[src/rtl/sd_init_sequencer.sv]
// sd_init_sequencer
//   Brings an SD card up in SPI mode: 0xFF dummy bytes with CS high, then
//   CMD0, CMD8 (with R7 trailer check), and the CMD55/ACMD41 loop until the
//   card leaves idle.  Every byte goes through an external byte shifter using
//   a start/done handshake with at most one byte outstanding.
// Ports
//   i_clk, i_rst_n         clock, asynchronous active-low reset
//   i_start                begin init (honoured only when not busy)
//   o_spi_start            one-cycle request to shift o_spi_tx_byte
//   o_spi_tx_byte          byte to shift, held until i_spi_done
//   i_spi_done             byte finished; i_spi_rx_byte valid this cycle
//   i_spi_rx_byte          byte received from the card
//   o_cs_n                 card chip select, active low
//   o_clk_mode             shifter clock select: 0 slow (400 kHz), 1 fast
//   o_busy/o_ready/o_error sequence status
//   o_err_code             1 CMD0, 2 CMD8, 3 ACMD41 limit, 4 ACMD41 R1, 5 CMD55
module sd_init_sequencer #(
   parameter int DUMMY_BYTES = 10,
   parameter int NCR_MAX     = 8,
   parameter int ACMD41_MAX  = 1000
) (
   input  logic       i_clk,
   input  logic       i_rst_n,
   input  logic       i_start,
   output logic       o_spi_start,
   output logic [7:0] o_spi_tx_byte,
   input  logic       i_spi_done,
   input  logic [7:0] i_spi_rx_byte,
   output logic       o_cs_n,
   output logic       o_clk_mode,
   output logic       o_busy,
   output logic       o_ready,
   output logic       o_error,
   output logic [2:0] o_err_code
);

   typedef enum logic [2:0] {
      ST_IDLE, ST_DUMMY, ST_CMD0, ST_CMD8, ST_CMD55, ST_ACMD41, ST_DONE, ST_ERROR
   } state_t;

   // Sub-phase inside a command state.
   typedef enum logic [1:0] {PH_FRAME, PH_POLL, PH_TRAIL, PH_GAP} phase_t;

   localparam logic [7:0]  DUMMY_LAST = 8'(DUMMY_BYTES - 1);
   localparam logic [7:0]  POLL_LAST  = 8'(NCR_MAX - 1);
   localparam logic [15:0] ACMD_MAX16 = 16'(ACMD41_MAX);

   state_t      state, state_n, gap_tgt, gap_tgt_n;
   phase_t      phase, phase_n;
   logic [7:0]  cnt, cnt_n;
   logic [7:0]  poll_cnt, poll_n;
   logic [15:0] attempts, att_n;
   logic        trail_ok, trail_ok_n;
   logic        spi_start, spi_start_n;
   logic [7:0]  tx_byte, tx_n;
   logic        cs_n, cs_n_n;
   logic        clk_mode, clk_mode_n;
   logic [2:0]  err_code, err_n;
   logic        fail, go_gap;
   logic [2:0]  fail_code;

   // Six-byte command frames (index, argument, CRC).
   function automatic logic [7:0] frame_byte(input state_t s, input logic [2:0] i);
      logic [7:0] b;
      b = 8'h00;
      case (s)
         ST_CMD0:   case (i) 3'd0: b = 8'h40; 3'd5: b = 8'h95; default: b = 8'h00; endcase
         ST_CMD8:   case (i) 3'd0: b = 8'h48; 3'd3: b = 8'h01; 3'd4: b = 8'hAA;
                             3'd5: b = 8'h87; default: b = 8'h00; endcase
         ST_CMD55:  case (i) 3'd0: b = 8'h77; 3'd5: b = 8'h01; default: b = 8'h00; endcase
         ST_ACMD41: case (i) 3'd0: b = 8'h69; 3'd1: b = 8'h40; 3'd5: b = 8'h01;
                             default: b = 8'h00; endcase
         default:   b = 8'hFF;
      endcase
      return b;
   endfunction

   always_ff @(posedge i_clk or negedge i_rst_n) begin
      if (!i_rst_n) begin
         state     <= ST_IDLE;
         phase     <= PH_FRAME;
         gap_tgt   <= ST_IDLE;
         cnt       <= 8'd0;
         poll_cnt  <= 8'd0;
         attempts  <= 16'd0;
         trail_ok  <= 1'b0;
         spi_start <= 1'b0;
         tx_byte   <= 8'hFF;
         cs_n      <= 1'b1;
         clk_mode  <= 1'b0;
         err_code  <= 3'd0;
      end else begin
         state     <= state_n;
         phase     <= phase_n;
         gap_tgt   <= gap_tgt_n;
         cnt       <= cnt_n;
         poll_cnt  <= poll_n;
         attempts  <= att_n;
         trail_ok  <= trail_ok_n;
         spi_start <= spi_start_n;
         tx_byte   <= tx_n;
         cs_n      <= cs_n_n;
         clk_mode  <= clk_mode_n;
         err_code  <= err_n;
      end
   end

   // Every byte is issued on the edge that retires the previous one, so the
   // shifter always has exactly one byte in flight while busy and i_spi_done
   // is only acted on in the busy states.
   always_comb begin
      state_n     = state;
      phase_n     = phase;
      gap_tgt_n   = gap_tgt;
      cnt_n       = cnt;
      poll_n      = poll_cnt;
      att_n       = attempts;
      trail_ok_n  = trail_ok;
      spi_start_n = 1'b0;
      tx_n        = tx_byte;
      cs_n_n      = cs_n;
      clk_mode_n  = clk_mode;
      err_n       = err_code;
      fail        = 1'b0;
      fail_code   = 3'd0;
      go_gap      = 1'b0;

      case (state)
         ST_IDLE, ST_DONE, ST_ERROR: begin
            if (i_start) begin
               state_n     = ST_DUMMY;
               phase_n     = PH_FRAME;
               cnt_n       = 8'd0;
               poll_n      = 8'd0;
               att_n       = 16'd0;
               err_n       = 3'd0;
               clk_mode_n  = 1'b0;
               cs_n_n      = 1'b1;
               spi_start_n = 1'b1;
               tx_n        = 8'hFF;
            end
         end

         ST_DUMMY: begin
            if (i_spi_done) begin
               spi_start_n = 1'b1;
               if (cnt == DUMMY_LAST) begin
                  state_n = ST_CMD0;
                  phase_n = PH_FRAME;
                  cnt_n   = 8'd0;
                  cs_n_n  = 1'b0;
                  tx_n    = frame_byte(ST_CMD0, 3'd0);
               end else begin
                  cnt_n = cnt + 8'd1;
                  tx_n  = 8'hFF;
               end
            end
         end

         ST_CMD0, ST_CMD8, ST_CMD55, ST_ACMD41: begin
            if (i_spi_done) begin
               case (phase)
                  PH_FRAME: begin
                     spi_start_n = 1'b1;
                     if (cnt == 8'd5) begin
                        phase_n = PH_POLL;
                        poll_n  = 8'd0;
                        tx_n    = 8'hFF;
                     end else begin
                        cnt_n = cnt + 8'd1;
                        tx_n  = frame_byte(state, cnt[2:0] + 3'd1);
                     end
                  end

                  PH_POLL: begin
                     if (i_spi_rx_byte == 8'hFF) begin
                        if (poll_cnt == POLL_LAST) begin
                           fail = 1'b1;
                           case (state)
                              ST_CMD0:  fail_code = 3'd1;
                              ST_CMD8:  fail_code = 3'd2;
                              ST_CMD55: fail_code = 3'd5;
                              default:  fail_code = 3'd4;
                           endcase
                        end else begin
                           poll_n      = poll_cnt + 8'd1;
                           spi_start_n = 1'b1;
                           tx_n        = 8'hFF;
                        end
                     end else begin
                        case (state)
                           ST_CMD0: begin
                              if (i_spi_rx_byte == 8'h01) begin
                                 go_gap = 1'b1; gap_tgt_n = ST_CMD8;
                              end else begin
                                 fail = 1'b1; fail_code = 3'd1;
                              end
                           end
                           ST_CMD8: begin
                              if (i_spi_rx_byte == 8'h01) begin
                                 phase_n     = PH_TRAIL;
                                 cnt_n       = 8'd0;
                                 spi_start_n = 1'b1;
                                 tx_n        = 8'hFF;
                              end else begin
                                 fail = 1'b1; fail_code = 3'd2;
                              end
                           end
                           ST_CMD55: begin
                              if (i_spi_rx_byte == 8'h01 || i_spi_rx_byte == 8'h00) begin
                                 go_gap = 1'b1; gap_tgt_n = ST_ACMD41;
                              end else begin
                                 fail = 1'b1; fail_code = 3'd5;
                              end
                           end
                           default: begin
                              if (i_spi_rx_byte == 8'h00) begin
                                 go_gap = 1'b1; gap_tgt_n = ST_DONE;
                              end else if (i_spi_rx_byte == 8'h01) begin
                                 att_n = attempts + 16'd1;
                                 if (attempts + 16'd1 >= ACMD_MAX16) begin
                                    fail = 1'b1; fail_code = 3'd3;
                                 end else begin
                                    go_gap = 1'b1; gap_tgt_n = ST_CMD55;
                                 end
                              end else begin
                                 fail = 1'b1; fail_code = 3'd4;
                              end
                           end
                        endcase
                     end
                  end

                  // CMD8 R7 trailer: byte3 carries the voltage field, byte4 the echo.
                  PH_TRAIL: begin
                     if (cnt == 8'd2) trail_ok_n = (i_spi_rx_byte[3:0] == 4'h1);
                     if (cnt == 8'd3) begin
                        if (trail_ok && i_spi_rx_byte == 8'hAA) begin
                           go_gap = 1'b1; gap_tgt_n = ST_CMD55;
                        end else begin
                           fail = 1'b1; fail_code = 3'd2;
                        end
                     end else begin
                        cnt_n       = cnt + 8'd1;
                        spi_start_n = 1'b1;
                        tx_n        = 8'hFF;
                     end
                  end

                  default: begin // PH_GAP: trailing 0xFF with CS high is finished
                     if (gap_tgt == ST_DONE) begin
                        state_n    = ST_DONE;
                        clk_mode_n = 1'b1;
                     end else begin
                        state_n     = gap_tgt;
                        phase_n     = PH_FRAME;
                        cnt_n       = 8'd0;
                        cs_n_n      = 1'b0;
                        spi_start_n = 1'b1;
                        tx_n        = frame_byte(gap_tgt, 3'd0);
                     end
                  end
               endcase
            end
         end

         default: state_n = ST_IDLE;
      endcase

      if (go_gap) begin
         phase_n     = PH_GAP;
         cs_n_n      = 1'b1;
         spi_start_n = 1'b1;
         tx_n        = 8'hFF;
      end
      if (fail) begin
         state_n     = ST_ERROR;
         cs_n_n      = 1'b1;
         clk_mode_n  = 1'b0;
         err_n       = fail_code;
         spi_start_n = 1'b0;
      end
   end

   assign o_spi_start   = spi_start;
   assign o_spi_tx_byte = tx_byte;
   assign o_cs_n        = cs_n;
   assign o_clk_mode    = clk_mode;
   assign o_err_code    = err_code;
   assign o_busy        = (state == ST_DUMMY) || (state == ST_CMD0) || (state == ST_CMD8) ||
                          (state == ST_CMD55) || (state == ST_ACMD41);
   assign o_ready       = (state == ST_DONE);
   assign o_error       = (state == ST_ERROR);

endmodule

[config.mk]
export PLATFORM = sky130hd
export DESIGN_NAME = sd_init_sequencer
export DESIGN_NICKNAME = d
export VERILOG_FILES = /design/src/rtl/sd_init_sequencer.sv
export SDC_FILE = /design/constraint.sdc
export NUM_CORES = 1
export LEC_CHECK = 0
export BUFFER_PORTS_ARGS = -buffer_cell sky130_fd_sc_hd__clkbuf_2
export CORE_MARGIN = 1
export CORE_UTILIZATION = 32
export DETAILED_ROUTE_END_ITERATION = 6
export SYNTH_ARGS = -nofsm -noshare
export SYNTH_HDL_FRONTEND = slang
export SYNTH_SLANG_ARGS = --single-unit
[constraint.sdc]
create_clock -name i_clk -period 8.45 [get_ports i_clk]
set_clock_uncertainty 0.15 [all_clocks]
set_input_delay 1.69 -clock i_clk [delete_from_list [all_inputs] [get_ports i_clk]]
set_output_delay 1.69 -clock i_clk [all_outputs]
set_load 0.005 [all_outputs]
==> summary.txt <==
Power
  • Pint: 769 uW
  • Sw Share: 0.485
  • LEAKAGE: about 0.0018 uW
  • Part of the power in registers: 0.282
  • Worst vdd rail ir drop: between 150 and 200 uV
  • Clock power frac: 0.138
  • Pwr dens: 338 nW/um^2
  • Tot Pwr: between 1000 and 1500 uW
  • Psw: between 700 and 800 uW
  • Comb pwr share: 0.579

Synth
  • Cell Area, Synth: 4010 um^2
  • Area leader, netlist: dfrtp_1
  • Dominant synthesized flop cell: dfrtp_1
  • Post-Synthesis Cells: 502
  • Leading post-synthesis cells by cell area: dfrtp_1 (29%), o21ai_0 (7.2%), dfstp_2 (5.9%), nor2_1 (4.9%), nand2_1 (4.2%)
  • Post-Syn Nets: 525
  • Seq cells post-synth: 55
  • Sequential share of the synthesized area: 0.346
  • Synth Area per Inst: approximately 8.0 um^2
  • Distinct cells, synth: between 70 and 80
  • Yosys Warn Count: 0
  • Synth top area share: 0.287
  • Post-synth ARST share: 1.00
  • Post-synth EDFFs: 0

Detailed routing
  • DRT Pass-1 Iters: 4
  • Post-DRT Antenna Nets: 0
  • Post-DR vias/cell: 5.56
  • Initial DRC count: ~280
  • DR WL/cell: approximately 16 um
  • Met1 wire length: ~4900 um
  • Met3 WL: 466 um
  • Drc violations: 0
  • DR WL met2: between 5000 and 6000 um
  • DRT Wirelength: between 10000 and 15000 um
  • Uppermost routed layer: met4
  • DR vias: 3772

Timing
  • Final number of setup-violating endpoints: 0
  • Slew at the pin closest to its max-slew limit: 0.881 ns
  • Final hold slack: around 0.32 ns
  • Slew HR: 0.411
  • Number of max-slew violations in the final report: 0
  • Setup TNS: 0 ns
  • Fin crit period: between 4 and 5 ns
  • Final Cycle Share: 0.499
  • Fmax: about 240 MHz
  • Final hold vios: 0
  • RSZ-0062 raised after global routing: false

CTS
  • Root buffer cell: clkbuf_16
  • TritonCTS Sinks: between 50 and 60
  • Post CTS Setup Buffer Count: 0
  • Worst-Skew Late Latency: approximately 0.30 ns
  • H-tree Lvls: 2
  • CTS Hold Bufs: 0
  • CTS-repair resized insts: 0
  • CTS buffer count: 5
  • Max clock buf depth: 2
  • TritonCTS clock tree: built
  • Clk slew on worst S/H paths: ~0.070 ns

Run
  • Total of max-cap violations: 0

Placed design
  • DP HPWL: ~7800 um
  • Placed inst area: ~4300 um^2
  • Final GP Congestion: between 0.9 and 1
  • IO Port Bufs: 28

Finish
  • Layout area overhead: 10.0%
  • Fin nets: around 530
  • Ant diodes: 0
  • Post-route cell area: between 4000 and 5000 um^2
  • Commonest cells after routing, fill and taps aside: o21ai_0 (58), nor2_1 (52), dfrtp_1 (46), nand2_1 (45), a21oi_1 (31)
  • Most common cell after layout, fill and taps aside: o21ai_0
  • Final Util: 0.365
  • Layout cells sized above 1: 0.131

Die
  • Die X: about 110 um
  • Die footprint: ~13000 um^2
  • Die Ht: between 100 and 150 um
  • Core box area: roughly 12000 um^2
  • Starting Density: 0.331
  • # IOs: 29
  • Cell row count: 40

Outcome
  • Status: finished, final reports clean

Hold path
  • HP Class: flop to flop

Worst setup path
  • CP Launch Type: input pin
  • WP data required: ~8.5 ns
  • Reg-to-reg critical path startpoint: attempts[0]
  • Setup crit end: o_spi_tx_byte[1]
  • Crit Path Class: input pin to flop
  • Worst Setup End Kind: flop
  • Worst-case reg-to-reg path depth: 10
  • Worst EP arrival: 4.29 ns
  • CP startpoint: i_spi_rx_byte[1]
  • R2R setup slack: about 4.8 ns
  • Critical R2R Capture: o_spi_tx_byte[1]
  • Crit Path Max Fanout: 11

GRT
  • Initial antenna violation count: 0
  • Pin count of the biggest net entering global routing: between 50 and 60
  • GR Util All Layers: 0.173
  • GR Overflow Total: 0
  • First-pass GRT wire length: between 15000 and 20000 um
  • Number of global-route vias before repair: around 3600
-- power groups by stage --
| stage | combinational, uW | sequential, uW | clock (uW) |
|---|---|---|---|
| floorplan | 654 | 387 | 0 |
| global placement | 847 | 424 | 0 |
| detailed placement | 857 | 425 | 0 |
| CTS | 861 | 420 | 211 |
| global route | 968 | 433 | 221 |
| finish | 864 | 421 | 206 |
-- cells in the mapped netlist, drive strengths merged (6+ instances only) --
cell	instances
inv	16
o21ai	60
nand2b	12
nor2b	11
nor4	9
nand3	19
xor2	8
o31ai	8
o22ai	6
buf	9
dfrtp	46
nand2	46
o22a	7
nand4	11
clkbuf	23
and3	9
ha	11
a21oi	31
a31oi	11
dfstp	9
nor2	52
nor3	15
-- worst min-delay path by stage --
stage / startpoint / end / depth (start not counted)
floorplan: trail_ok / trail_ok / 2
global placement: o_cs_n / o_cs_n / 2
detailed placement: o_cs_n / o_cs_n / 2
CTS: o_cs_n / o_cs_n / 2
global route: o_cs_n / o_cs_n / 2
finish: o_cs_n / o_cs_n / 2
-- flip-flops by register name, indices dropped and copies added, names as in the netlist --
| name | flops |
|---|---|
| cnt | 8 |
| trail_ok | 1 |
| o_cs_n | 1 |
| o_err_code | 3 |
| o_clk_mode | 1 |
| o_spi_start | 1 |
| gap_tgt | 3 |
| o_spi_tx_byte | 8 |
| poll_cnt | 8 |
| phase | 2 |
| attempts | 16 |
| state | 3 |
-- cell type report --
type                    count  area (um^2)
clock inverters             3         15.0
flip-flops and latches     55         1390
well taps                 168          210
fillers                  1280         7700
inverters                  16         60.1
multi-input cells         399         2440
repair buffers             33          178
clock buffers               5          125
-- cells by family (layout without fill, tap and decap cells) --
group           Yosys count  after routing  synth area share
flops                    55             55             0.346
compound gates          167            167             0.272
simple gates            205            205             0.263
mux                       4              4           0.00998
xor+xnor                 12             12            0.0262
fa+ha+maj                11             11            0.0343
buf+inv                  48             57            0.0480
-- critical path: stages --
cell and delay, ns:
clkbuf_2 0.10, nor4_1 0.29, nand2_1 0.24, or4_1 0.62, o21a_1 0.21, o21ai_1 0.60
nand2_1 0.30, o22a_1 0.26
-- layer usage --
metal	vias to the layer above	track usage
met5	-	0
li1	1847	-
met1	1817	0.223
met4	0	0.0597
met2	91	0.296
met3	17	0.0244
-- per-stage QoR --
stage	std cells	worst slack (ns)
final	679	4.24
after global routing	679	3.96
after CTS	679	4.23
after detailed placement	671	3.89
after global placement	671	4.00
after floorplan	502	4.69
(Power assumes the default switching activity.)
